==> src/rtl/elevator_scan_ctrl_if.sv <==
// Button/LED and car-status bundle between the switch fabric, the SCAN
// elevator controller and the floor/door display logic.
interface elevator_scan_ctrl_if #(
  parameter int NUM_FLOORS = 4,
  parameter int FLOOR_W    = 2
);
  logic [NUM_FLOORS-1:0] hall_up_req;
  logic [NUM_FLOORS-1:0] hall_dn_req;
  logic [NUM_FLOORS-1:0] car_req;
  logic                  door_hold;
  logic [NUM_FLOORS-1:0] hall_up_led;
  logic [NUM_FLOORS-1:0] hall_dn_led;
  logic [NUM_FLOORS-1:0] car_led;
  logic [FLOOR_W-1:0]    floor;
  logic [1:0]            direction;
  logic                  door_open;
  logic                  moving;

  modport master (
    output hall_up_req, hall_dn_req, car_req, door_hold,
    input  hall_up_led, hall_dn_led, car_led, floor, direction, door_open, moving
  );

  modport slave (
    input  hall_up_req, hall_dn_req, car_req, door_hold,
    output hall_up_led, hall_dn_led, car_led, floor, direction, door_open, moving
  );
endinterface

==> src/rtl/elevator_scan_ctrl.sv <==
// Single-car SCAN elevator controller: latches hall/car requests, moves one
// floor per MOVE_CYCLES and holds the door open for DOOR_CYCLES.
module elevator_scan_ctrl #(
  parameter int NUM_FLOORS  = 4,
  parameter int FLOOR_W     = 2,
  parameter int MOVE_CYCLES = 8,
  parameter int DOOR_CYCLES = 5
) (
  input  logic                 clk,
  input  logic                 rst,
  elevator_scan_ctrl_if.slave  bus
);

  localparam int MW = (MOVE_CYCLES > 1) ? $clog2(MOVE_CYCLES) : 1;
  localparam int DW = (DOOR_CYCLES > 1) ? $clog2(DOOR_CYCLES) : 1;
  localparam logic [MW-1:0]         MOVE_LOAD = MW'(MOVE_CYCLES - 1);
  localparam logic [DW-1:0]         DOOR_LOAD = DW'(DOOR_CYCLES - 1);
  localparam logic [FLOOR_W-1:0]    TOP       = FLOOR_W'(NUM_FLOORS - 1);
  localparam logic [NUM_FLOORS-1:0] UP_VALID  = {NUM_FLOORS{1'b1}} >> 1;
  localparam logic [NUM_FLOORS-1:0] DN_VALID  = {NUM_FLOORS{1'b1}} << 1;
  localparam logic [1:0] DIR_IDLE = 2'b00;
  localparam logic [1:0] DIR_UP   = 2'b10;
  localparam logic [1:0] DIR_DN   = 2'b01;

  typedef enum logic [1:0] {S_IDLE, S_MOVE, S_DOOR} state_t;

  state_t                state;
  logic [FLOOR_W-1:0]    floor_q;
  logic [1:0]            dir_q;
  logic                  door_q;
  logic                  moving_q;
  logic [NUM_FLOORS-1:0] up_l, dn_l, car_l;
  logic [MW-1:0]         mv_cnt;
  logic [DW-1:0]         dr_cnt;

  logic [NUM_FLOORS-1:0] pend;
  logic                  pend_above, pend_below;
  logic [FLOOR_W-1:0]    nxt_floor;
  logic                  nxt_beyond, stop_here;
  logic                  cur_ahead, cur_behind, opp_latch;
  logic                  match_press, restart;
  logic                  mv_exp, dr_exp;
  logic                  idle_svc, move_svc, reopen;
  logic [FLOOR_W-1:0]    svc_floor;
  logic [1:0]            svc_dir;
  logic                  svc_beyond;
  logic [NUM_FLOORS-1:0] up_set, dn_set, car_set;
  logic [NUM_FLOORS-1:0] up_clr, dn_clr, car_clr;
  logic [NUM_FLOORS-1:0] up_nx, dn_nx, car_nx;

  function automatic logic any_above(input logic [NUM_FLOORS-1:0] p,
                                     input logic [FLOOR_W-1:0]    f);
    logic r;
    r = 1'b0;
    for (int i = 0; i < NUM_FLOORS; i++)
      if (i > int'(f)) r = r | p[i];
    return r;
  endfunction

  function automatic logic any_below(input logic [NUM_FLOORS-1:0] p,
                                     input logic [FLOOR_W-1:0]    f);
    logic r;
    r = 1'b0;
    for (int i = 0; i < NUM_FLOORS; i++)
      if (i < int'(f)) r = r | p[i];
    return r;
  endfunction

  function automatic logic [1:0] dir_rev(input logic [1:0] d);
    return {d[0], d[1]};
  endfunction

  always_comb begin
    pend       = up_l | dn_l | car_l;
    pend_above = any_above(pend, floor_q);
    pend_below = any_below(pend, floor_q);

    // Saturating step keeps the car inside 0..TOP whatever the direction says.
    if (dir_q == DIR_UP && floor_q != TOP)      nxt_floor = floor_q + 1'b1;
    else if (dir_q == DIR_DN && floor_q != '0)  nxt_floor = floor_q - 1'b1;
    else                                        nxt_floor = floor_q;

    nxt_beyond = (dir_q == DIR_UP) ? any_above(pend, nxt_floor) : any_below(pend, nxt_floor);
    stop_here  = car_l[nxt_floor]
               | ((dir_q == DIR_UP) ? up_l[nxt_floor] : dn_l[nxt_floor])
               | ~nxt_beyond;

    cur_ahead  = (dir_q == DIR_UP) ? pend_above : (dir_q == DIR_DN) ? pend_below : 1'b0;
    cur_behind = (dir_q == DIR_UP) ? pend_below : (dir_q == DIR_DN) ? pend_above : 1'b0;
    opp_latch  = (dir_q == DIR_UP) ? dn_l[floor_q] : (dir_q == DIR_DN) ? up_l[floor_q] : 1'b0;

    match_press = bus.car_req[floor_q]
                | ((dir_q != DIR_DN) & bus.hall_up_req[floor_q] & UP_VALID[floor_q])
                | ((dir_q != DIR_UP) & bus.hall_dn_req[floor_q] & DN_VALID[floor_q]);
    restart  = (state == S_DOOR) & (match_press | bus.door_hold);
    mv_exp   = (state == S_MOVE) & (mv_cnt == '0);
    dr_exp   = (state == S_DOOR) & ~restart & (dr_cnt == '0);
    idle_svc = (state == S_IDLE) & pend[floor_q];
    move_svc = mv_exp & stop_here;
    reopen   = dr_exp & ~cur_ahead & opp_latch;

    // A press that already matches the open door only retriggers the timer.
    car_set = bus.car_req;
    up_set  = bus.hall_up_req & UP_VALID;
    dn_set  = bus.hall_dn_req & DN_VALID;
    if (state == S_DOOR) begin
      car_set[floor_q] = 1'b0;
      if (dir_q != DIR_DN) up_set[floor_q] = 1'b0;
      if (dir_q != DIR_UP) dn_set[floor_q] = 1'b0;
    end

    svc_floor  = move_svc ? nxt_floor : floor_q;
    svc_dir    = move_svc ? dir_q : (reopen ? dir_rev(dir_q) : DIR_IDLE);
    svc_beyond = move_svc ? nxt_beyond : (reopen ? cur_behind : 1'b0);
    car_clr = '0;
    up_clr  = '0;
    dn_clr  = '0;
    if (idle_svc | move_svc | reopen) begin
      car_clr[svc_floor] = 1'b1;
      up_clr[svc_floor]  = (svc_dir != DIR_DN) | ~svc_beyond;
      dn_clr[svc_floor]  = (svc_dir != DIR_UP) | ~svc_beyond;
    end
    car_nx = (car_l | car_set) & ~car_clr;
    up_nx  = (up_l  | up_set)  & ~up_clr;
    dn_nx  = (dn_l  | dn_set)  & ~dn_clr;
  end

  always_ff @(posedge clk or negedge rst) begin
    if (!rst) begin
      state    <= S_IDLE;
      floor_q  <= '0;
      dir_q    <= DIR_IDLE;
      door_q   <= 1'b0;
      moving_q <= 1'b0;
      up_l     <= '0;
      dn_l     <= '0;
      car_l    <= '0;
      mv_cnt   <= '0;
      dr_cnt   <= '0;
    end else begin
      up_l  <= up_nx;
      dn_l  <= dn_nx;
      car_l <= car_nx;
      unique case (state)
        S_IDLE: begin
          if (idle_svc) begin
            state  <= S_DOOR;
            door_q <= 1'b1;
            dr_cnt <= DOOR_LOAD;
          end else if (pend_above) begin
            dir_q    <= DIR_UP;
            state    <= S_MOVE;
            moving_q <= 1'b1;
            mv_cnt   <= MOVE_LOAD;
          end else if (pend_below) begin
            dir_q    <= DIR_DN;
            state    <= S_MOVE;
            moving_q <= 1'b1;
            mv_cnt   <= MOVE_LOAD;
          end
        end
        S_MOVE: begin
          if (!mv_exp) begin
            mv_cnt <= mv_cnt - 1'b1;
          end else begin
            floor_q <= nxt_floor;
            if (stop_here) begin
              state    <= S_DOOR;
              moving_q <= 1'b0;
              door_q   <= 1'b1;
              dr_cnt   <= DOOR_LOAD;
            end else begin
              mv_cnt <= MOVE_LOAD;
            end
          end
        end
        S_DOOR: begin
          if (restart) begin
            dr_cnt <= DOOR_LOAD;
          end else if (!dr_exp) begin
            dr_cnt <= dr_cnt - 1'b1;
          end else if (cur_ahead) begin
            state    <= S_MOVE;
            door_q   <= 1'b0;
            moving_q <= 1'b1;
            mv_cnt   <= MOVE_LOAD;
          end else if (opp_latch) begin
            // Door stays open and serves the opposite hall call before leaving.
            dir_q  <= dir_rev(dir_q);
            dr_cnt <= DOOR_LOAD;
          end else if (cur_behind) begin
            dir_q    <= dir_rev(dir_q);
            state    <= S_MOVE;
            door_q   <= 1'b0;
            moving_q <= 1'b1;
            mv_cnt   <= MOVE_LOAD;
          end else begin
            dir_q  <= DIR_IDLE;
            state  <= S_IDLE;
            door_q <= 1'b0;
          end
        end
        default: state <= S_IDLE;
      endcase
    end
  end

  assign bus.hall_up_led = up_l;
  assign bus.hall_dn_led = dn_l;
  assign bus.car_led     = car_l;
  assign bus.floor       = floor_q;
  assign bus.direction   = dir_q;
  assign bus.door_open   = door_q;
  assign bus.moving      = moving_q;

endmodule

==> src/flat_wrapper.sv <==
// flat-port wrapper written by rule: the top's interface ports become plain ports
module elevator_scan_ctrl_flat 
#(
  parameter int NUM_FLOORS  = 4,
  parameter int FLOOR_W     = 2,
  parameter int MOVE_CYCLES = 8,
  parameter int DOOR_CYCLES = 5
)
  (clk, rst, bus_hall_up_req, bus_hall_dn_req, bus_car_req, bus_door_hold, bus_hall_up_led, bus_hall_dn_led, bus_car_led, bus_floor, bus_direction, bus_door_open, bus_moving);
  elevator_scan_ctrl_if #(.NUM_FLOORS(NUM_FLOORS), .FLOOR_W(FLOOR_W)) bus_i ();
  input  logic clk;
  input  logic rst;
  input wire logic [$bits(bus_i.hall_up_req)-1:0] bus_hall_up_req;
  input wire logic [$bits(bus_i.hall_dn_req)-1:0] bus_hall_dn_req;
  input wire logic [$bits(bus_i.car_req)-1:0] bus_car_req;
  input wire logic [$bits(bus_i.door_hold)-1:0] bus_door_hold;
  output wire logic [$bits(bus_i.hall_up_led)-1:0] bus_hall_up_led;
  output wire logic [$bits(bus_i.hall_dn_led)-1:0] bus_hall_dn_led;
  output wire logic [$bits(bus_i.car_led)-1:0] bus_car_led;
  output wire logic [$bits(bus_i.floor)-1:0] bus_floor;
  output wire logic [$bits(bus_i.direction)-1:0] bus_direction;
  output wire logic [$bits(bus_i.door_open)-1:0] bus_door_open;
  output wire logic [$bits(bus_i.moving)-1:0] bus_moving;
  assign bus_i.hall_up_req = bus_hall_up_req;
  assign bus_i.hall_dn_req = bus_hall_dn_req;
  assign bus_i.car_req = bus_car_req;
  assign bus_i.door_hold = bus_door_hold;
  assign bus_hall_up_led = bus_i.hall_up_led;
  assign bus_hall_dn_led = bus_i.hall_dn_led;
  assign bus_car_led = bus_i.car_led;
  assign bus_floor = bus_i.floor;
  assign bus_direction = bus_i.direction;
  assign bus_door_open = bus_i.door_open;
  assign bus_moving = bus_i.moving;
  elevator_scan_ctrl #(.NUM_FLOORS(NUM_FLOORS), .FLOOR_W(FLOOR_W), .MOVE_CYCLES(MOVE_CYCLES), .DOOR_CYCLES(DOOR_CYCLES)) u_core (.clk(clk), .rst(rst), .bus(bus_i));
endmodule
==> config.mk <==
export PLATFORM = sky130hd
export DESIGN_NAME = elevator_scan_ctrl_flat
export DESIGN_NICKNAME = d
export VERILOG_FILES = /design/src/rtl/elevator_scan_ctrl_if.sv /design/src/rtl/elevator_scan_ctrl.sv /design/src/flat_wrapper.sv
export SDC_FILE = /design/constraint.sdc
export NUM_CORES = 1
export LEC_CHECK = 0
export ABC_CLOCK_PERIOD_IN_PS = 4100
export BUFFER_PORTS_ARGS = -buffer_cell sky130_fd_sc_hd__buf_2
export CAP_MARGIN = 20
export CELL_PAD_IN_SITES_DETAIL_PLACEMENT = 2
export CELL_PAD_IN_SITES_GLOBAL_PLACEMENT = 2
export CORE_MARGIN = 2
export CORE_UTILIZATION = 34
export DETAILED_ROUTE_END_ITERATION = 8
export GPL_TIMING_DRIVEN = 0
export PLACE_DENSITY_LB_ADDON = 0.1
export SETUP_SLACK_MARGIN = 0.02
export SYNTH_ARGS = -nofsm -noshare
export SYNTH_HDL_FRONTEND = slang
export SYNTH_SLANG_ARGS = --single-unit
==> constraint.sdc <==
create_clock -name clk -period 4.1 [get_ports clk]
set_input_delay 1.23 -clock clk [delete_from_list [all_inputs] [get_ports clk]]
set_output_delay 1.23 -clock clk [all_outputs]
set_load 0.02 [all_outputs]
After elaboration in Yosys (flattened, before gate mapping)
Index checks and enable logic that the tools add are counted.
Storage, ports and cells
  output and inout bits: 18
  word-level logic and storage cells: 239
  register bits: 26
  input port bits: 15
Operators by class
  add/sub/neg operators: 4
  equal/unequal tests: 23
  reductions and logical operators: 17
  bitwise gates (word level): 50
  muxes and demuxes: 118
  order comparisons: 17
Operators with widths (number)
  $mux 1: 53
  $mux 3: 17
  $mux 2: 21
  $mux 4: 8
  $and 4x4->4: 7
  $bmux 1 s2: 11
  $or 4x4->4: 5
  $pmux 3 s3: 2
  $reduce_and 6->1: 3
  $or 1x1->1: 17
  $not 4->4: 4
  $and 1x1->1: 12
  $ne 2x1->1 const B: 6
  $ne 2x2->1 const B: 6
  $lt 2x3->1 const B: 3
  $reduce_and 9->1: 1
  $gt 2x2->1 const A: 4
  $lt 1x2->1 const A: 4
  $reduce_and 8->1: 1
  $reduce_and 7->1: 1
  $logic_not 3->1: 2
  $ne 3x1->1 const B: 2
  $pmux 1 s3: 2
  $pmux 2 s3: 1
  22 further kinds: 36

Depth between registers and ports, before layout
Gate-level depths: netlist (run 1).
  depth after elaboration: 23
  depth in mapped cells: 12
  depth with buffers taken out: 10

Worst setup path before layout (run 1)
Ideal clock, no wire load.
  path kind: flip-flop to flip-flop
  from: register u_core.floor_q[0] (netlist: u_core.bus.floor[0])
  to: register u_core.dr_cnt[2]
  setup time: 0.121 ns
  stages on the path, launching flop included: 13
  path buffers: 2
  data required time: 3.979 ns
  clock period less this slack: 3.646 ns
  arrival: 3.525 ns
  path slack: 0.454 ns
  path through: dfrtp_1 inv_1 buf_1 ha_1 or4b_1 o311ai_1 a21oi_2 buf_6 or4_1 a41o_1 or2_4 a21o_2 a22o_1
On the way
  cells in the longest elaborated chain, start to end: 15
  elaborated cells between the ends (all ways): 91
  classes of those cells: add/sub (2); order compare (12); eq/ne (5); mux (45); bitwise (23); reduce/logical (4)
Ends and longest elaborated chain
  start, declared: line elevator_scan_ctrl.sv:28  | logic [FLOOR_W-1:0] floor_q;
  start signal, assigned: line elevator_scan_ctrl.sv:166  | floor_q <= nxt_floor;
  parallel branches: the longest is 15 deep, another holds $sub 2x1->2
  end signal, assigned: line elevator_scan_ctrl.sv:181  | dr_cnt <= dr_cnt - 1'b1;
  end, declared: line elevator_scan_ctrl.sv:34  | logic [DW-1:0] dr_cnt;
Parallel ways; which one is timed is not known. The select of a mux whose other input is x is not followed.
A chain may end at the register's enable or synchronous reset.

Worst setup path after layout (run 1)
Same ends and word-level chain as after synthesis.

==> reports/qor_table.md, run 1 <==
| Item | Value | Unit |
|---|---|---|
| Power, Total | 1360 | uW |
| Post-CTS setup-driven buffer insertion count | 0 | - |
| Least-Margin Pin Slew | 0.803 | ns |
| Total I/O pin count | 33 | - |
| Number of clock sinks seen by CTS | 26 | - |
| Via count | 2139 | - |
| Clock insertion delay at the later pin of the skew report | 0.28 | ns |
| Clock period minus final worst setup slack | 3.87 | ns |
| WL/cell | 21.1 | um |
| Die boundary width | 82.6 | um |
| Pin count of the biggest net entering global routing | 27 | - |
| End of the worst register-to-register path | u_core.dr_cnt[2]$_DFFE_PN0P_ | - |
| CTS tree | done | - |
| Maximum buffer depth of the clock tree | 2 | - |
| Drt total wl | 7600 | um |
| Number of diodes | 0 | - |
| Final global-route overflow total | 0 | - |
| Final weighted congestion of routability-driven global placement | 0.858 | - |
| Setup Crit Path Kind | reg2reg | - |
| Clock-pin slew on the worst setup and hold paths | 0.11 | ns |
| Die Y | 82.6 | um |
| Tot GR Track Use | 24.4 | % |
| Port-buffer cells | 32 | - |
| Gate count after technology mapping | 249 | - |
| Final core utilization | 40.8 | % |
| Avg Vias per Cell | 5.94 | - |
| Post-synth cell types | 57 | - |
| # placed instances | 356 | - |
| Number of synthesized flops with an enable pin | 0 | - |
| Fin area | 2430 | um2 |
| Critical path fanouts, max | 12 | - |
| LEAKAGE | 0.00106 | uW |
| Cell area after synthesis | 2100 | um2 |
| Initial antenna violation count | 0 | - |
| Primary flip-flop cell chosen by synthesis mapping | sky130_fd_sc_hd__dfrtp_1 | - |
| Proportion of register bits with asynchronous set or reset after synthesis | 100 | % |
| Layout overhead on the synthesized area | 15.9 | % |
| Number of cell rows | 28 | - |
| H-tree level count | 1 | - |
| Most common cell after layout, fill and taps aside | sky130_fd_sc_hd__a21oi_1 | - |
| Hold slack final | 0.479 | ns |
| Number of global-route vias before repair | 2307 | - |
| Post-cts gate resize count | 1 | - |
| Crit path DAT | 4.05 | ns |
| Final setup violation count | 0 | - |
| Outcome | finished, final reports clean | - |
| VDD IR max | 0.000223 | V |
| Setup slack of the worst register-to-register path | 0.23 | ns |
| Kind of start point of the critical path | flop | - |
| Slew Viols, Final | 0 | - |
| Setup repair after global routing missed its margin | no | - |
| Pwr/cell area | 561 | nW/um2 |
| Endpoint kind of the worst setup timing path | flop | - |
| Tcrit/Tclk final | 94.4 | % |
| First-pass GRT wire length | 12500 | um |
| Achievable frequency | 258 | MHz |
| Clock Skews | 0.00873 | ns |
| Clock buffer count from CTS | 3 | - |
| Initial core utilization | 35.2 | % |
| Startpoint of the worst setup timing path | u_core.bus.floor[0]$_DFFE_PN0P_ | - |
| Headroom to the max-slew limit | 46.5 | % |
| Clock root buffer master | sky130_fd_sc_hd__clkbuf_8 | - |
| Depth of the most critical reg-to-reg path | 12 | - |
| Core Region | 5960 | um2 |
| Total Nets Final | 310 | - |
| Placement-stage cell area | 2350 | um2 |
| Final Instance Count excl. Fillers | 360 | - |
| Critical path required time | 4.28 | ns |
| Die footprint | 6820 | um2 |
| Detailed-routing iteration count for the pre-antenna-repair pass | 4 | - |
| Final hold vios | 0 | - |
| DP HPWL | 5680 | um |
| Post-synthesis register bit count | 26 | - |
| Classification of the worst-slack hold path | reg2reg | - |
| Yosys warning total | 0 | - |
| Antenna violation net count after detailed routing | 0 | - |
| Sequential cell area fraction in the yosys report | 31.0 | % |
| Cts-stage hold buffer count | 0 | - |
| Max-cap check violation count | 0 | - |
| Reg2Reg Launch Point | u_core.bus.floor[0]$_DFFE_PN0P_ | - |
| Mean area per synthesized cell | 8.43 | um2 |
| Synth Net Count | 273 | - |
| Layout cells sized above 1 | 21.1 | % |
| DRC Markers | 0 | - |
| Most frequent cells in the layout | sky130_fd_sc_hd__a21oi_1 (36), sky130_fd_sc_hd__buf_2 (34), sky130_fd_sc_hd__nand2_1 (31) | - |
| Count of routing violations after the opening detailed-route iteration | 84 | - |
| Worst setup path endpoint | u_core.dr_cnt[2]$_DFFE_PN0P_ | - |
-- state kept, by name, summed over array words and instances, names as in the netlist --
signal,flops
u_core.bus.car_led,4
u_core.bus.hall_dn_led,4
u_core.bus.hall_up_led,4
u_core.dr_cnt,3
u_core.mv_cnt,3
u_core.bus.direction,2
u_core.bus.floor,2
u_core.state,2
u_core.bus.door_open,1
u_core.bus.moving,1
-- power by group --
part / internal (uW) / switching [uW] / leakage, uW
combinational: 291 / 460 / 0.000746
clock: 131 / 95.8 / 0.0000357
sequential: 317 / 70.4 / 0.000281
total: 739 / 626 / 0.00106
-- final cells by class --
cell class                      instances  area (um2)
Inverter                                9        33.8
Fill cell                             708        3520
Multi-Input combinational cell        204        1350
Buffer                                 10        73.8
Tap cell                               75        93.8
Timing Repair Buffer                   32         160
Clock buffer                            3        41.3
Sequential cell                        26         651
Clock inverter                          1        30.0
-- worst min path at each step --
| stage | depth (start not counted) | end | from |
|---|---|---|---|
| 6_report | 1 | u_core.dr_cnt[0]$_DFFE_PN0P_ | u_core.dr_cnt[0]$_DFFE_PN0P_ |
| 5_1_grt | 1 | u_core.dr_cnt[0]$_DFFE_PN0P_ | u_core.dr_cnt[0]$_DFFE_PN0P_ |
| 4_1_cts | 1 | u_core.dr_cnt[0]$_DFFE_PN0P_ | u_core.dr_cnt[0]$_DFFE_PN0P_ |
| 3_5_place_dp | 1 | u_core.dr_cnt[0]$_DFFE_PN0P_ | u_core.dr_cnt[0]$_DFFE_PN0P_ |
| 3_3_place_gp | 1 | u_core.dr_cnt[0]$_DFFE_PN0P_ | u_core.dr_cnt[0]$_DFFE_PN0P_ |
| 2_1_floorplan | 1 | u_core.dr_cnt[0]$_DFFE_PN0P_ | u_core.dr_cnt[0]$_DFFE_PN0P_ |
-- layer usage --
metal  vias up  track usage (%)  part of all wire [%]
met5         -                0                     0
met4         0             5.41                   1.3
met3        10             2.28                   3.3
met2        46             40.5                    47
met1      1098             34.5                    48
li1        985                -                     -
-- cells in the mapped netlist (3+ instances only) --
master                     count  share of area, %
sky130_fd_sc_hd__nand2_1      31               5.5
sky130_fd_sc_hd__o21ai_0       3              0.72
sky130_fd_sc_hd__nor3_1        7               1.7
sky130_fd_sc_hd__nand2b_1      5               1.5
sky130_fd_sc_hd__nor2b_1       7               2.1
sky130_fd_sc_hd__a21oi_1      38               9.1
sky130_fd_sc_hd__a21o_1        3               1.1
sky130_fd_sc_hd__nand3_1       8               1.9
sky130_fd_sc_hd__inv_1         9               1.6
sky130_fd_sc_hd__nor2_1       23               4.1
sky130_fd_sc_hd__o22ai_1       4               1.2
sky130_fd_sc_hd__buf_6         3               1.6
sky130_fd_sc_hd__ha_1          9               5.4
sky130_fd_sc_hd__a22oi_1       3               1.1
sky130_fd_sc_hd__dfrtp_1      26                31
sky130_fd_sc_hd__buf_4         3               1.1
sky130_fd_sc_hd__or3_1         4               1.2
sky130_fd_sc_hd__mux4_2        4               4.3
sky130_fd_sc_hd__mux2i_1       8               3.8
sky130_fd_sc_hd__xnor2_1       3               1.3
sky130_fd_sc_hd__a22o_1        3               1.3
-- critical path, stage by stage, from the launching register on --
cell and delay, ns:
sky130_fd_sc_hd__dfrtp_1 0.49, sky130_fd_sc_hd__inv_1 0.19, sky130_fd_sc_hd__buf_2 0.31, sky130_fd_sc_hd__ha_1 0.30, sky130_fd_sc_hd__or4b_1 0.51, sky130_fd_sc_hd__o311ai_1 0.12
sky130_fd_sc_hd__a21oi_2 0.10, sky130_fd_sc_hd__buf_6 0.16, sky130_fd_sc_hd__or4_1 0.52, sky130_fd_sc_hd__a41o_1 0.32, sky130_fd_sc_hd__or2_4 0.30, sky130_fd_sc_hd__a21o_2 0.23
sky130_fd_sc_hd__a22o_1 0.21
-- kinds of logic after synthesis --
kind of cell | synth area share [%]
muxes | 8.11
DFF | 31.0
AOI/OAI and AO/OA | 24.4
and+or+nand+nor | 24.4
xor gates and xnor gates | 1.67
adders and majority gates | 5.37
buffers and inverters | 5.07
-- metrics by stage --
stage / worst slack (ns) / TNS (ns)
after floorplan: 0.454 / 0
after global routing: 0.0536 / 0
after global placement: -0.0530 / -0.0530
after detailed placement: -0.0734 / -0.228
after CTS: 0.181 / 0
final: 0.230 / 0
No activity file was read; power rests on OpenSTA's default activity.
==> run 2: changes to the inputs <==
--- a/config.mk
+++ b/config.mk
@@ -14,7 +14,7 @@
 export CORE_UTILIZATION = 34
 export DETAILED_ROUTE_END_ITERATION = 8
 export GPL_TIMING_DRIVEN = 0
-export PLACE_DENSITY_LB_ADDON = 0.1
+export PLACE_DENSITY = 0.88
 export SETUP_SLACK_MARGIN = 0.02
 export SYNTH_ARGS = -nofsm -noshare
 export SYNTH_HDL_FRONTEND = slang
==> reports/qor_table.md, run 2 (synthesis gave the netlist of run 1 again) <==
| Item | Value | Unit | vs previous |
|---|---|---|---|
| Worst setup slack after placement | -0.223 | ns | -0.149 ns |
| Final global-route overflow total | 0 | - | unchanged |
| Most frequent cells in the layout | sky130_fd_sc_hd__a21oi_1 (37), sky130_fd_sc_hd__buf_2 (34), sky130_fd_sc_hd__nand2_1 (31) | - |  |
| Number of diodes | 0 | - | unchanged |
| Setup repair after global routing missed its margin | no | - |  |
| Outcome | finished, final reports clean | - |  |
| Crit path DAT | 4.10 | ns | +0.05 ns |
| Die boundary width | 82.6 | um | unchanged |
| Layout cells sized above 1 | 20.7 | % | -0.35 points |
| Final setup violation count | 0 | - | unchanged |
| WL/cell | 22.0 | um | +4.2% |
| GR peak layer | met2 | - |  |
| Clock-pin slew on the worst setup and hold paths | 0.11 | ns | about the same |
| Final weighted congestion of routability-driven global placement | 0.902 | - | +5.2% |
| Kind of start point of the critical path | flop | - |  |
| CTS tree | done | - |  |
| Clock root buffer master | sky130_fd_sc_hd__clkbuf_8 | - |  |
| LEAKAGE | 0.00106 | uW | about the same |
| Classification of the worst-slack hold path | reg2reg | - |  |
| H-tree level count | 1 | - | unchanged |
| Port-buffer cells | 32 | - | unchanged |
| Maximum buffer depth of the clock tree | 2 | - | unchanged |
| Pin count of the biggest net entering global routing | 27 | - | unchanged |
| Final core utilization | 40.8 | % | -0.063 points |
| DP HPWL | 5700 | um | +0.27% |
| Final TNS setup | 0 | ns | unchanged |
| Most common cell after layout, fill and taps aside | sky130_fd_sc_hd__a21oi_1 | - |  |
| First-pass GRT wire length | 12600 | um | about the same |
| Critical path required time | 4.25 | ns | -0.03 ns |
| Clock insertion delay at the later pin of the skew report | 0.29 | ns | about the same |
| Clock period minus final worst setup slack | 3.95 | ns | +0.0819 ns |
| DRC Markers | 0 | - | unchanged |
| Number of clock sinks seen by CTS | 26 | - | unchanged |
| Avg Vias per Cell | 6.04 | - | +1.7% |
| Met3 GRT Util | 1.41 | % | -0.87 points |
| Clock buffer count from CTS | 3 | - | unchanged |
| Tot GR Track Use | 24.9 | % | +0.42 points |
| Core Region | 5960 | um2 | unchanged |
| Antenna violation net count after detailed routing | 0 | - | unchanged |
| Endpoint kind of the worst setup timing path | flop | - |  |
| Setup slack of the worst register-to-register path | 0.15 | ns | -0.08 ns |
| Number of cell rows | 28 | - | unchanged |
| Final setup margin | 0.148 | ns | -0.0819 ns |
| Headroom to the max-slew limit | 38.6 | % | -7.9 points |
| Layout overhead on the synthesized area | 15.7 | % |  |
| Placement-stage cell area | 2350 | um2 | unchanged |
| VDD IR max | 0.000209 | V | -6.3% |
| Number of global-route vias before repair | 2298 | - | -0.39% |
| Count of routing violations after the opening detailed-route iteration | 105 | - | +25% |
| Initial antenna violation count | 0 | - | unchanged |
| Via count | 2176 | - | +1.7% |
| Drt total wl | 7910 | um | +4.2% |
| Achievable frequency | 253 | MHz | -2.1% |
| Pwr/cell area | 564 | nW/um2 | +0.51% |
| Detailed-routing iteration count for the pre-antenna-repair pass | 4 | - | unchanged |
| Final hold vios | 0 | - | unchanged |
| Slew Viols, Final | 0 | - | unchanged |
| Tcrit/Tclk final | 96.4 | % | +2.0 points |
| Total I/O pin count | 33 | - | unchanged |
| Setup Crit Path Kind | reg2reg | - |  |
| Die Y | 82.6 | um | unchanged |
| Least-Margin Pin Slew | 0.921 | ns | +0.119 ns |
| Total Nets Final | 310 | - | unchanged |
| Max-cap check violation count | 0 | - | unchanged |
| Met1 GRT Util | 33.3 | % | -1.3 points |
| Cts-stage hold buffer count | 0 | - | unchanged |
| Initial core utilization | 35.2 | % | unchanged |
| Critical path fanouts, max | 12 | - | unchanged |
| Clock Skews | 0.00926 | ns | +0.000533 ns |
| Fin area | 2430 | um2 | -0.15% |
| Global-route met2 utilization | 42.6 | % | +2.1 points |
| Die footprint | 6820 | um2 | unchanged |
-- run 2: critical path, cell delays in order (launching register included) --
cell                       delay, ns
sky130_fd_sc_hd__dfrtp_1        0.50
sky130_fd_sc_hd__inv_1          0.21
sky130_fd_sc_hd__buf_2          0.33
sky130_fd_sc_hd__ha_1           0.30
sky130_fd_sc_hd__or4b_1         0.52
sky130_fd_sc_hd__o311ai_1       0.14
sky130_fd_sc_hd__a21oi_2        0.10
sky130_fd_sc_hd__buf_6          0.16
sky130_fd_sc_hd__or4_1          0.52
sky130_fd_sc_hd__a41o_1         0.32
sky130_fd_sc_hd__nor3b_1        0.19
sky130_fd_sc_hd__a21oi_1        0.40
sky130_fd_sc_hd__a21oi_1        0.13
-- run 2: through the flow --
step                      power (uW)  cells  hold slack (ns)
after detailed placement        1130    356            0.479
final                           1370    360            0.484
after floorplan                  901    249            0.451
after global placement          1100    356            0.464
after CTS                       1370    360            0.493
after global routing            1450    360            0.504
-- run 2: per-layer routing --
metal	wire, um	up-vias	share of wire (%)
li1	-	982	-
met1	3470	1115	44
met2	3950	64	50
met3	333	15	4.2
met4	167	0	2.1
met5	0	-	0
-- run 2: power by group --
part           switching (uW)  leakage, uW  internal (uW)
Sequential               70.9     0.000281            317
Clock                    95.7    0.0000357            131
Combinational             464     0.000745            291
Total                     631      0.00106            739
-- run 2: final timing paths --
path,start,end,depth (start not counted)
min in group asynchronous,rst,u_core.bus.hall_dn_led[2]$_DFF_PN0_,1
worst min register to register,u_core.dr_cnt[0]$_DFFE_PN0P_,u_core.dr_cnt[0]$_DFFE_PN0P_,1
worst min-delay path,u_core.dr_cnt[0]$_DFFE_PN0P_,u_core.dr_cnt[0]$_DFFE_PN0P_,1
max in group asynchronous,rst,u_core.bus.floor[0]$_DFFE_PN0P_,1
worst max-delay path,u_core.bus.floor[0]$_DFFE_PN0P_,u_core.bus.hall_up_led[1]$_DFF_PN0_,12
worst max register to register,u_core.bus.floor[0]$_DFFE_PN0P_,u_core.bus.hall_up_led[1]$_DFF_PN0_,12
-- run 2: final cells by class --
type                    instances  area [um2]
well taps                      75        93.8
fillers                       692        3530
plain buffers                  10        73.8
repair buffers                 32         160
inverters                       9        33.8
clock inverters                 1        30.0
multi-input cells             204        1350
flip-flops and latches         26         651
clock buffers                   3        41.3
-- run 2: what timing repair did --
action / 4_1_cts / 5_1_grt
gates cloned: 0 / 0
gates resized for setup: 1 / 1
endpoints found under the setup margin: 14 / 4
setup buffers: 0 / 0
==> run 3: changes to the inputs <==
--- a/config.mk
+++ b/config.mk
@@ -5,16 +5,17 @@
 export SDC_FILE = /design/constraint.sdc
 export NUM_CORES = 1
 export LEC_CHECK = 0
+export ABC_AREA = 1
 export ABC_CLOCK_PERIOD_IN_PS = 4100
-export BUFFER_PORTS_ARGS = -buffer_cell sky130_fd_sc_hd__buf_2
+export BUFFER_PORTS_ARGS = -buffer_cell sky130_fd_sc_hd__buf_4
 export CAP_MARGIN = 20
 export CELL_PAD_IN_SITES_DETAIL_PLACEMENT = 2
 export CELL_PAD_IN_SITES_GLOBAL_PLACEMENT = 2
 export CORE_MARGIN = 2
-export CORE_UTILIZATION = 34
+export CORE_UTILIZATION = 32
 export DETAILED_ROUTE_END_ITERATION = 8
 export GPL_TIMING_DRIVEN = 0
-export PLACE_DENSITY = 0.88
+export PLACE_DENSITY = 0.89
 export SETUP_SLACK_MARGIN = 0.02
 export SYNTH_ARGS = -nofsm -noshare
 export SYNTH_HDL_FRONTEND = slang
==> reports/qor_table.md, run 3 <==
| Item | Value | Unit | vs previous |
|---|---|---|---|
| Outcome | finished, final reports clean | - |  |
| Number of clock sinks seen by CTS | 26 | - | unchanged |
| Most common cell after layout, fill and taps aside | sky130_fd_sc_hd__nand2_1 | - |  |
| Startpoint of the worst setup timing path | u_core.bus.floor[0]$_DFFE_PN0P_ | - |  |
| Hold slack final | 0.494 | ns | +0.0105 ns |
| Post-CTS setup-driven buffer insertion count | 0 | - | unchanged |
| Classification of the worst-slack hold path | reg2reg | - |  |
| VDD IR max | 0.000245 | V | +17% |
| Cell repeated most along the worst path | sky130_fd_sc_hd__nand2_1 | - |  |
| Gate count after technology mapping | 330 | - | +33% |
| Die boundary width | 88.0 | um | +6.5% |
| Clock insertion delay at the later pin of the skew report | 0.28 | ns | about the same |
| Die footprint | 7740 | um2 | +14% |
| WL/cell | 18.0 | um | -18% |
| Least-Margin Pin Slew | 0.587 | ns | -0.334 ns |
| Post-cts gate resize count | 0 | - | -1 |
| Primary flip-flop cell chosen by synthesis mapping | sky130_fd_sc_hd__dfrtp_1 | - |  |
| Final setup violation count | 0 | - | unchanged |
| CTS tree | done | - |  |
| Top cell type's share of synthesized area | 28.8 | % | -2.2 points |
| Number of cell rows | 30 | - | +7.1% |
| Port-buffer cells | 32 | - | unchanged |
| Power, Total | 1450 | uW | +6.0% |
| Post-synth cell types | 40 | - | -30% |
| Avg Vias per Cell | 5.20 | - | -14% |
| Cell area after synthesis | 2260 | um2 | +7.5% |
| Layout cells sized above 1 | 19.7 | % | -0.98 points |
| First-pass GRT wire length | 13200 | um | +5.2% |
| Tcrit/Tclk final | 80.1 | % | -16 points |
| Headroom to the max-slew limit | 60.7 | % | +22 points |
| Combined area of the multi-input logic cells | 1360 | um2 | +0.74% |
| Count of routing violations after the opening detailed-route iteration | 115 | - | +9.5% |
| Initial antenna violation count | 0 | - | unchanged |
| Number of global-route vias before repair | 2566 | - | +12% |
| CP bufs+invs | 2 | - | -1 |
| Yosys warning total | 0 | - | unchanged |
| Top cells by count, synth | sky130_fd_sc_hd__nand2_1 (80), sky130_fd_sc_hd__inv_1 (46), sky130_fd_sc_hd__nand3_1 (37) | - |  |
| Top cell family by delay on the critical path | simple AND/OR/NAND/NOR gates | - |  |
| Post-synth top area cell | sky130_fd_sc_hd__dfrtp_1 | - |  |
| Standard cell with the maximum stage delay on the critical path | sky130_fd_sc_hd__dfrtp_1 | - |  |
| Reg2Reg Launch Point | u_core.bus.floor[0]$_DFFE_PN0P_ | - |  |
| Crit path DAT | 3.45 | ns | -0.65 ns |
| Final hold vios | 0 | - | unchanged |
| Setup Crit Path Kind | reg2reg | - |  |
| Tot GR Track Use | 22.5 | % | -2.4 points |
| Post-synthesis register bit count | 26 | - | unchanged |
| Number of diodes | 0 | - | unchanged |
| Pin count of the biggest net entering global routing | 27 | - | unchanged |
| Proportion of register bits with asynchronous set or reset after synthesis | 100 | % | unchanged |
| H-tree level count | 1 | - | unchanged |
| Pwr/cell area | 546 | nW/um2 | -3.2% |
| Number of fillers in the final layout | 812 | - | +17% |
| Endpoint kind of the worst setup timing path | flop | - |  |
| Setup repair after global routing missed its margin | no | - |  |
| Drt total wl | 8290 | um | +4.8% |
| Number of synthesized flops with an enable pin | 0 | - | unchanged |
| Critical path fanouts, max | 11 | - | -1 |
| Stage delay of the slowest cell on the critical path | 0.66 | ns | +0.14 ns |
| Cts-stage hold buffer count | 0 | - | unchanged |
| Maximum buffer depth of the clock tree | 2 | - | unchanged |
| Clock period minus final worst setup slack | 3.28 | ns | -0.670 ns |
| Most common cell in the netlist | sky130_fd_sc_hd__nand2_1 | - |  |
| DRC Markers | 0 | - | unchanged |
| Core Region | 6790 | um2 | +14% |
| Clock root buffer master | sky130_fd_sc_hd__clkbuf_8 | - |  |
| Critical path required time | 4.26 | ns | about the same |
| Final TNS setup | 0 | ns | unchanged |
| Most frequent cells in the layout | sky130_fd_sc_hd__nand2_1 (80), sky130_fd_sc_hd__inv_1 (46), sky130_fd_sc_hd__nand3_1 (37) | - |  |
| Worst Hold Launch | u_core.dr_cnt[1]$_DFFE_PN0P_ | - |  |
| Clock-pin slew on the worst setup and hold paths | 0.10 | ns | about the same |
| Kind of start point of the critical path | flop | - |  |
| DP HPWL | 6600 | um | +16% |
| Dominant cells by area after synthesis | sky130_fd_sc_hd__dfrtp_1 (29%), sky130_fd_sc_hd__nand2_1 (13%), sky130_fd_sc_hd__nand3_1 (8.2%) | - |  |
| Clock Skews | 0.00349 | ns | -0.00577 ns |
| Footprint of the flip-flops and latches | 651 | um2 | unchanged |
| Final global-route overflow total | 0 | - | unchanged |
| Achievable frequency | 305 | MHz | +20% |
| LEAKAGE | 0.00132 | uW | +25% |
| Slew Viols, Final | 0 | - | unchanged |
| Die Y | 88.0 | um | +6.5% |
| Mean area per synthesized cell | 6.84 | um2 | -19% |
| Final weighted congestion of routability-driven global placement | 0.871 | - | -3.4% |
| Clock buffer count from CTS | 3 | - | unchanged |
| Synth Net Count | 354 | - | +30% |
| Antenna violation net count after detailed routing | 0 | - | unchanged |
| Detailed-routing iteration count for the pre-antenna-repair pass | 4 | - | unchanged |
| Layout overhead on the synthesized area | 17.8 | % |  |
| Total I/O pin count | 33 | - | unchanged |
| Sequential cell area fraction in the yosys report | 28.8 | % | -2.2 points |
| Max-cap check violation count | 0 | - | unchanged |
| Total Nets Final | 391 | - | +26% |
| Initial core utilization | 33.2 | % | -2.0 points |
| Cell-by-cell listing of the critical path | inv_2 -> ha_1 -> inv_1 -> nand3_4 -> nand2_4 -> nand2_8 -> nand2_8 -> nand2_1 -> nand3_1 -> nand2_1 -> nand2_1 -> nand2_1 -> nor2_2 -> nand2_4 -> nand2_4 -> nand2_1 -> nand2_1 -> nand2_1 -> nor2_1 -> a21oi_1 | - |  |
| Via count | 2398 | - | +10% |
run 3: changes by cell type in the layout (fill, tap and decap cells not counted), moves of 9 or more:
cell                      change
sky130_fd_sc_hd__a21oi_1      -9
sky130_fd_sc_hd__buf_2       -33
sky130_fd_sc_hd__inv_1       +37
sky130_fd_sc_hd__buf_4       +30
sky130_fd_sc_hd__nand3_1     +29
sky130_fd_sc_hd__nand2_1     +49
sky130_fd_sc_hd__o21ai_0     +16
run 3: final timing paths:
kind / end / cells after the start / slack, ns
min in group asynchronous: u_core.mv_cnt[1]$_DFFE_PN0P_ / 1 / 0.86
hold reg to reg: u_core.dr_cnt[1]$_DFFE_PN0P_ / 2 / 0.49
hold / removal: u_core.dr_cnt[1]$_DFFE_PN0P_ / 2 / 0.49
setup / recovery: u_core.bus.hall_dn_led[0]$_DFF_PN0_ / 20 / 0.82
setup reg to reg: u_core.bus.hall_dn_led[0]$_DFF_PN0_ / 20 / 0.82
max in group asynchronous: u_core.bus.hall_up_led[0]$_DFF_PN0_ / 1 / 2.97
run 3: where the power goes:
group,switching (uW),total [uW],internal [uW]
sequential,56.7,377,320
clock,92.0,158,66.3
combinational,628,916,288
total,777,1450,674
run 3: cell families after synthesis:
kind of cell / share of synthesized area (%)
mux: 0.444
simple gates: 38.7
xor+xnor: 0.777
fa+ha+maj: 4.99
flops: 28.8
compound gates: 15.1
buf+inv: 11.1
run 3: worst min-delay path: cells and delay by family, from the launching register on:
kind	cells	cell delay [ns]
flip-flops	1	0.36
AND/OR/NAND/NOR	1	0.05
AO/OA/AOI/OAI	1	0.05
run 3: final cells by class:
| type | instances | area share [%] |
|---|---|---|
| inverter | 51 | 7.20 |
| timing repair buffer | 32 | 9.04 |
| sequential | 26 | 24.5 |
| buffer | 6 | 2.21 |
| multi-input combinational | 247 | 51.0 |
| clock buffer | 3 | 1.55 |
| tap | 96 | 4.52 |
run 3: layer usage:
layer,share of wire (%),up-vias,GRT usage (%)
li1,-,1147,-
met1,48,1213,31.9
met2,49,31,37.1
met3,2.2,7,1.60
met4,1.2,0,5.45
met5,0,-,0
run 3: stage by stage:
step / setup slack [ns] / area [um2] / util (%) / instances
global route: 0.524 / 2660 / 39.1 / 461
global placement: 0.952 / 2620 / 38.5 / 458
CTS: 0.836 / 2660 / 39.1 / 461
finish: 0.818 / 2660 / 39.1 / 461
detailed placement: 0.861 / 2620 / 38.5 / 458
floorplan: 1.44 / 2260 / - / 330
